`config.mk`:
```
export PLATFORM = sky130hd
export DESIGN_NAME = pipe_stage_elastic
export DESIGN_NICKNAME = d
export VERILOG_FILES = /design/src/rtl/pipe_stage_elastic.sv
export SDC_FILE = /design/constraint.sdc
export NUM_CORES = 1
export LEC_CHECK = 0
export CORE_UTILIZATION = 56
export CTS_CLUSTER_DIAMETER = 30
export DETAILED_ROUTE_END_ITERATION = 10
export PLACE_DENSITY = 0.86
export SLEW_MARGIN = 20
export SYNTH_ARGS = -nofsm -noshare
export SYNTH_HDL_FRONTEND = slang
export SYNTH_SLANG_ARGS = --single-unit
```
`constraint.sdc`:
```
create_clock -name clk -period 3.45 [get_ports clk]
set_input_delay 0.5175 -clock clk [delete_from_list [all_inputs] [get_ports clk]]
set_output_delay 0.5175 -clock clk [all_outputs]
set_load 0.03 [all_outputs]
```
`src/rtl/pipe_stage_elastic.sv`:
```
// pipe_stage_elastic: elastic valid/ready stage, main + skid entry, flush, bubble masking.
// Optional PIPE_STAGE_PERF_EN adds stall_cnt/bubble_cnt.
//
// Ports:
//   clk, rst (sync, active-low), flush        : clock / control
//   in_valid, in_ready, in_data, in_ctrl      : upstream side
//   out_valid, out_ready, out_data, out_ctrl  : downstream side
//   stall_cnt, bubble_cnt                     : perf counters (PIPE_STAGE_PERF_EN only)
module pipe_stage_elastic #(
  parameter int DATA_W     = 64,
  parameter int CTRL_W     = 8,
  parameter bit CLEAR_DATA = 1'b1
) (
  input  logic              clk,
  input  logic              rst,
  input  logic              flush,
  input  logic              in_valid,
  output logic              in_ready,
  input  logic [DATA_W-1:0] in_data,
  input  logic [CTRL_W-1:0] in_ctrl,
  output logic              out_valid,
  input  logic              out_ready,
  output logic [DATA_W-1:0] out_data,
  output logic [CTRL_W-1:0] out_ctrl
`ifdef PIPE_STAGE_PERF_EN
  ,
  output logic [31:0]       stall_cnt,
  output logic [31:0]       bubble_cnt
`endif
);

  typedef enum logic [1:0] {
    EMPTY = 2'd0,
    ONE   = 2'd1,
    TWO   = 2'd2
  } state_e;

  state_e            state_q, state_d;
  logic [DATA_W-1:0] main_data_q, main_data_d;
  logic [CTRL_W-1:0] main_ctrl_q, main_ctrl_d;
  logic [DATA_W-1:0] skid_data_q, skid_data_d;
  logic [CTRL_W-1:0] skid_ctrl_q, skid_ctrl_d;

  logic main_valid;
  logic push;
  logic pop;

  // in_ready comes straight from the state flop, so it never
  // depends combinationally on out_ready.
  assign main_valid = (state_q != EMPTY);
  assign in_ready   = (state_q != TWO);
  assign out_valid  = main_valid;
  assign push       = in_valid & in_ready;
  assign pop        = main_valid & out_ready;

  assign out_ctrl = main_valid ? main_ctrl_q : '0;
  assign out_data = (CLEAR_DATA && !main_valid) ? '0 : main_data_q;

  always_comb begin
    state_d     = state_q;
    main_data_d = main_data_q;
    main_ctrl_d = main_ctrl_q;
    skid_data_d = skid_data_q;
    skid_ctrl_d = skid_ctrl_q;
    if (flush) begin
      state_d = EMPTY;
    end else begin
      unique case (state_q)
        EMPTY: begin
          if (push) begin
            state_d     = ONE;
            main_data_d = in_data;
            main_ctrl_d = in_ctrl;
          end
        end
        ONE: begin
          if (push && !pop) begin
            state_d     = TWO;
            skid_data_d = in_data;
            skid_ctrl_d = in_ctrl;
          end else if (push && pop) begin
            main_data_d = in_data;
            main_ctrl_d = in_ctrl;
          end else if (pop) begin
            state_d = EMPTY;
          end
        end
        TWO: begin
          if (pop) begin
            state_d     = ONE;
            main_data_d = skid_data_q;
            main_ctrl_d = skid_ctrl_q;
            skid_data_d = '0;
            skid_ctrl_d = '0;
          end
        end
        default: state_d = EMPTY;
      endcase
    end
  end

  always_ff @(posedge clk) begin
    if (!rst) begin
      state_q     <= EMPTY;
      main_data_q <= '0;
      main_ctrl_q <= '0;
      skid_data_q <= '0;
      skid_ctrl_q <= '0;
    end else begin
      state_q     <= state_d;
      main_data_q <= main_data_d;
      main_ctrl_q <= main_ctrl_d;
      skid_data_q <= skid_data_d;
      skid_ctrl_q <= skid_ctrl_d;
    end
  end

`ifdef PIPE_STAGE_PERF_EN
  logic [31:0] stall_cnt_q, stall_cnt_d;
  logic [31:0] bubble_cnt_q, bubble_cnt_d;

  // Flush does not clear the counters; only reset does.
  always_comb begin
    stall_cnt_d  = stall_cnt_q;
    bubble_cnt_d = bubble_cnt_q;
    if (main_valid && !out_ready) stall_cnt_d = stall_cnt_q + 32'd1;
    if (!main_valid) bubble_cnt_d = bubble_cnt_q + 32'd1;
  end

  always_ff @(posedge clk) begin
    if (!rst) begin
      stall_cnt_q  <= '0;
      bubble_cnt_q <= '0;
    end else begin
      stall_cnt_q  <= stall_cnt_d;
      bubble_cnt_q <= bubble_cnt_d;
    end
  end

  assign stall_cnt  = stall_cnt_q;
  assign bubble_cnt = bubble_cnt_q;
`endif

endmodule

```
==> summary.md, run 1 <==
| Metric | Value |
|---|---|
| Status | `finished clean` |
| Area of the core | `roughly 0.013 mm²` |
| Hpwl dp | `between 10,000 and 15,000 µm` |
| Footprint of the multi-input gates | `roughly 0.0040 mm²` |
| Vias in the first global route | `about 5,700` |
| Worst path required time | `approximately 2.9 ns` |
| Ranking of synthesized cells by area | `dfxtp_1 39%, o21ai_2 8.3%, o211ai_1 7.3%` |
| DRC viols | `0` |
| CTS max path bufs | `2` |
| Final setup vio count | `0` |
| Synthesized area per cell | `about 9 µm²` |
| Fillers | `around 920` |
| Total Power | `3.91 mW` |
| Synth async-reset ratio | `0%` |
| Hold path startpoint | `skid_data_q[26]` |
| Gr usage total | `27.0%` |
| Final #Nets | `998` |
| Cell Chain, Critical Path | `or2_2 -> buf_12 -> and2_1 -> clkdlybuf4s50_1` |
| Fin cells | `about 1,100` |
| Max Slew Vio Count | `0` |
| Cell row count | `41` |
| Routed Wire Length | `17,900 µm` |
| Rel. slew slack | `~45%` |
| Vias per inst | `around 5.6` |
| Fin worst setup slack | `approximately 0.45 ns` |
| CTS Hold Bufs | `0` |
| Post-CTS Setup Inserts | `0` |
| Initial Utilization | `57.9%` |
| FF-to-FF Start | `state_q[0]` |
| Cell Area, Synth | `between 0.007 and 0.008 mm²` |
| Ant. Diodes | `0` |
| Post-Place Cell Area | `about 0.009 mm²` |
| Worst r2r path cells | `6` |
| Crit path kind | `reg -> out` |
| Die area | `between 0.01 and 0.015 mm²` |
| P&R area growth vs syn | `26.5%` |
| Die H | `~120 µm` |
| Final instance area | `just over 0.009 mm²` |
| Final antenna-violating net count | `0` |
| Worst slack, placed | `0.863 ns` |
| Cell Pwr Density | `between 400 and 500 mW/mm²` |
| Worst Setup Start Kind | `flip-flop` |
| R2r endpoint | `main_data_q[40]` |
| Clock transition at path regs | `about 0.060 ns` |
| Synth warn | `0` |
| Min Hold Slack | `~0.46 ns` |
| Share of Yosys cell area claimed by the top area cell type | `39.5%` |
| First-pass GRT wire length | `about 29,000 µm` |
| DR iter-0 viols | `just under 600` |
| Post-Synthesis Cells | `~830` |
| Crit path max fanout | `43` |
| Placed Cells | `~1,100` |
| Worst hold path depth | `2` |
| TritonCTS Buffers | `17` |
| DR pass1 iterations | `4` |
| Grt total ovfl | `0` |
| Worst skew pair latency | `0.42 ns` |
| Final period util | `between 80 and 90%` |
| Clock sink total | `~150` |
| Post-synth top flop | `dfxtp_1` |
| Cell accounting for the most synthesized area | `dfxtp_1` |
| Antenna violations before repair | `0` |
| Seq cells post-synth | `around 150` |
| Setup TNS | `0 ns` |
| Clock Skew | `approximately 0.0043 ns` |
| Reg-to-reg slack, setup | `roughly 1.2 ns` |
| Achievable clock frequency | `between 300 and 400 MHz` |
| Crit. End Element | `output port` |
| Die width | `~120 µm` |
| IO Port Bufs | `150` |
| Root Buffer Master | `clkbuf_16` |
| Via count | `about 6,200` |
| Final cell utilization of the core | `73.3%` |
| CP max stage delay | `roughly 0.67 ns` |
| Largest net degree at the start of global routing | `105` |
| Crit path arrival time | `2.48 ns` |
| Slew @ Worst Pin | `between 0.8 and 0.9 ns` |
| P_leak | `around 3.3 nW` |
| Yosys cell types | `33` |
| H-Tree Depth | `4` |
| Max Cap Viol | `0` |
| Seq. cell area | `between 0.002 and 0.003 mm²` |
| End point of the worst hold path | `skid_data_q[26]` |
| GPL Wtd Cong | `0.765` |
| Worst min path class | `reg -> reg` |
| RSZ-0062 raised after global routing | `no` |
| CP max stage cell | `clkdlybuf4s50_1` |
| TritonCTS clock tree | `done` |
| Seq/Total Area, Yosys | `about 39%` |
| I/O Pins | `151` |
| Worst vdd ir | `~0.25 mV` |
| Post-CTS resize count | `0` |
| Routed length per placed instance | `between 15 and 20 µm` |
| Syn_nets | `around 900` |
| EDFF count, synth | `0` |
| Share of layout cells above drive strength 1 | `17.0%` |
| Fin crit period | `about 3.0 ns` |
| Final Hold Viols | `0` |
## worst max-delay path by stage
| stage | startpoint | end | slack, ns | depth (start not counted) |
|---|---|---|---|---|
| after global placement | out_ready | main_data_q[59] | 0.88 | 6 |
| after global routing | state_q[0] | out_data[46] | 0.32 | 4 |
| after CTS | state_q[0] | out_data[46] | 0.42 | 4 |
| final | state_q[0] | out_data[46] | 0.45 | 4 |
| after floorplan | state_q[0] | out_data[54] | 1.36 | 4 |
| after detailed placement | out_ready | main_data_q[10] | 0.86 | 6 |
## power by group
group | internal [mW] | leakage, nW | total [mW] | switching, mW
Clock | 1.04 | 0.264 | 1.70 | 0.662
Sequential | 1.74 | 1.19 | 1.76 | 0.0250
Combinational | 0.206 | 1.87 | 0.444 | 0.239
Total | 2.98 | 3.32 | 3.91 | 0.926
## cells by family after synthesis
kind of cell	Yosys count	share of synthesized area (%)
and+or+nand+nor	296	19.4
AOI/OAI and AO/OA	223	23.9
DFF	146	39.5
buffers and inverters	88	6.24
muxes	72	11.0
## synthesized netlist by cell type, drive strengths merged (27+ instances only)
cell / count
nand3: 70
mux2: 72
dfxtp: 146
a21boi: 70
nand2: 143
clkbuf: 60
buf: 27
o211ai: 72
and2: 72
o21ai: 72
## area by class of cell
type | instances | area share (%)
inverters | 1 | 0.0669
repair buffers | 164 | 17.7
well taps | 172 | 2.30
clock buffers | 26 | 5.23
flip-flops and latches | 146 | 31.2
clock inverters | 5 | 0.562
multi-input cells | 591 | 42.9
## cell usage in the layout, fill, tap and decap left out, drive strengths merged, types with 2 or more instances in the layout
cell type / count
a21boi: 70
o211ai: 72
nand2: 143
nand2b: 2
dfxtp: 146
or2: 2
nand3: 70
clkinv: 3
a21oi: 2
o21a: 2
o21ai: 72
and2: 72
clkbuf: 26
mux2: 72
buf: 16
a32o: 2
nor2b: 2
clkdlybuf4s50: 148
## layer usage
metal	vias to the layer above	GRT usage (%)	wire [µm]
met1	2941	35.3	7870
met5	-	0	0
met2	193	44.4	8780
met4	0	9.79	322
li1	3076	-	-
met3	28	5.41	943
## registers in the layout (all words and copies together) (netlist names)
register	flops
skid_data_q	64
skid_ctrl_q	8
main_data_q	64
main_ctrl_q	8
state_q	2
## critical path, delay by kind of cell (launching register included)
kind | cells | cell delay (ns)
buffers and inverters | 2 | 0.92
and+or+nand+nor | 2 | 0.67
DFF | 1 | 0.44
No activity file was read; power rests on OpenSTA's default activity.
==> run 2: changes to the inputs <==
--- a/constraint.sdc
+++ b/constraint.sdc
@@ -3,2 +3,2 @@
 set_output_delay 0.5175 -clock clk [all_outputs]
-set_load 0.03 [all_outputs]
+set_load 0.005 [all_outputs]
==> run 2 against run 1 <==
Cell count unchanged. Global-route usage increased by 0.40 points. Flip-flop and latch count stayed put. Non-clock buffer count decreased by 1. Total power grew 10%. Register-to-register slack better by 0.02 ns. Largest power group is now the clock network. Highest routed layer unchanged.
==> summary.md, run 2 (synthesis gave the netlist of run 1 again) <==
| Metric | Value |
|---|---|
| Clock transition at path regs | `around 0.06 ns` |
| Worst vdd ir | `between 0.4 and 0.5 mV` |
| Hold path startpoint | `flush` |
| End point of the worst hold path | `state_q[1]` |
| CTS max path bufs | `2` |
| Status | `finished clean` |
| Die H | `around 120 µm` |
| Fin worst setup slack | `about 0.53 ns` |
| Fin crit period | `just under 3 ns` |
| Achievable clock frequency | `around 340 MHz` |
| Root Buffer Master | `clkbuf_16` |
| Footprint of the multi-input gates | `roughly 0.0040 mm²` |
| Share of layout cells above drive strength 1 | `17.7%` |
| Worst r2r path cells | `6` |
| Max Cap Viol | `0` |
| CTS Hold Bufs | `0` |
| R2r endpoint | `main_ctrl_q[7]` |
| DR iter-0 viols | `between 500 and 600` |
| FF-to-FF Start | `state_q[0]` |
| Max Slew Vio Count | `0` |
| Final cell utilization of the core | `around three quarters` |
| Clock sink total | `approximately 150` |
| DR pass1 iterations | `4` |
| P_leak | `about 3.4 nW` |
| Slew @ Worst Pin | `0.830 ns` |
| Routed Wire Length | `18,200 µm` |
| Fillers | `899` |
| Final antenna-violating net count | `0` |
| Crit path arrival time | `about 2.4 ns` |
| First-pass GRT wire length | `a little under 30,000 µm` |
| Crit. End Element | `output port` |
| Clock Skew | `0.00634 ns` |
| GPL Wtd Cong | `between 0.7 and 0.8` |
| Worst min path class | `in -> reg` |
| Crit path max fanout | `37` |
| Cell Pwr Density | `approximately 450 mW/mm²` |
| Reg-to-reg slack, setup | `approximately 1.2 ns` |
| Largest net degree at the start of global routing | `approximately 110` |
| Worst hold path depth | `2` |
| Final #Nets | `997` |
| Commonest non-fill, non-tap cell in the layout | `clkdlybuf4s50_1` |
| Rel. slew slack | `between 40 and 50%` |
| Antenna violations before repair | `0` |
| Area of the core | `approximately 0.013 mm²` |
| Initial Utilization | `just under 60%` |
| P&R area growth vs syn | `28.3%` |
| H-Tree Depth | `4` |
| Post-Place Cell Area | `between 0.008 and 0.009 mm²` |
| Vias in the first global route | `~5,900` |
| RSZ-0062 raised after global routing | `no` |
| Routed length per placed instance | `between 15 and 20 µm` |
| Final setup vio count | `0` |
| Worst skew pair latency | `approximately 0.43 ns` |
| Gr usage total | `roughly 27%` |
| Final instance area | `around 0.0095 mm²` |
| Cell row count | `between 40 and 50` |
| Worst path required time | `between 2 and 3 ns` |
| TritonCTS Buffers | `17` |
| TritonCTS clock tree | `done` |
| I/O Pins | `around 150` |
| Post-CTS Setup Inserts | `0` |
| Regs by FF count | `main_data_q x64, skid_data_q x64` |
| Ant. Diodes | `0` |
| Post-CTS resize count | `0` |
| Seq. cell area | `slightly below 0.003 mm²` |
| Grt total ovfl | `0` |
| Hpwl dp | `10,400 µm` |
| Via count | `~6,300` |
| DRC viols | `0` |
| Die area | `between 0.01 and 0.015 mm²` |
| Most frequent cells in the layout | `148 x clkdlybuf4s50_1, 146 x dfxtp_1, 143 x nand2_1` |
| Crit path kind | `reg -> out` |
| Min Hold Slack | `0.419 ns` |
| Worst Setup Start Kind | `flip-flop` |
| Vias per inst | `around 5.7` |
| Final period util | `84.7%` |
| Worst slack, placed | `0.877 ns` |
| Setup TNS | `0 ns` |
| Die width | `117 µm` |
| Final Hold Viols | `0` |
| IO Port Bufs | `150` |
-- run 2: area by class of cell --
| cell class | instances | area share [%] |
|---|---|---|
| Multi-Input combinational cell | 591 | 42.3 |
| Sequential cell | 146 | 30.8 |
| Timing Repair Buffer | 163 | 17.3 |
| Clock buffer | 19 | 4.77 |
| Clock inverter | 13 | 2.44 |
| Tap cell | 172 | 2.27 |
| Inverter | 1 | 0.0659 |
-- run 2: stage by stage --
stage	std cells	power, mW
after floorplan	825	2.05
after global placement	1073	2.21
after detailed placement	1073	2.22
after CTS	1105	4.31
after global routing	1105	4.43
final	1105	4.30
-- run 2: worst max path at each step --
| stage | from | to |
|---|---|---|
| floorplan | out_ready | skid_ctrl_q[0] |
| CTS | state_q[0] | out_data[56] |
| detailed placement | out_ready | skid_data_q[30] |
| finish | state_q[0] | out_data[56] |
| global route | state_q[0] | out_ctrl[0] |
| global placement | out_ready | skid_data_q[34] |
-- run 2: routing by layer --
metal  track usage (%)  wire length (µm)  up-vias
met2              46.1              8930      192
li1                  -                 -     3078
met3              5.77               932       34
met5                 0                 0        -
met4              12.8               462        0
met1              33.7              7850     3018
-- run 2: worst max-delay path, cell delays in order, from the launching register on --
cell and delay (ns):
dfxtp_1 0.44, or2_2 0.58, buf_12 0.25, and2_1 0.19, clkdlybuf4s50_1 0.51
-- run 2: where the power goes --
group          internal [mW]  switching (mW)
sequential              1.74          0.0249
combinational          0.205           0.218
clock                   1.39           0.723
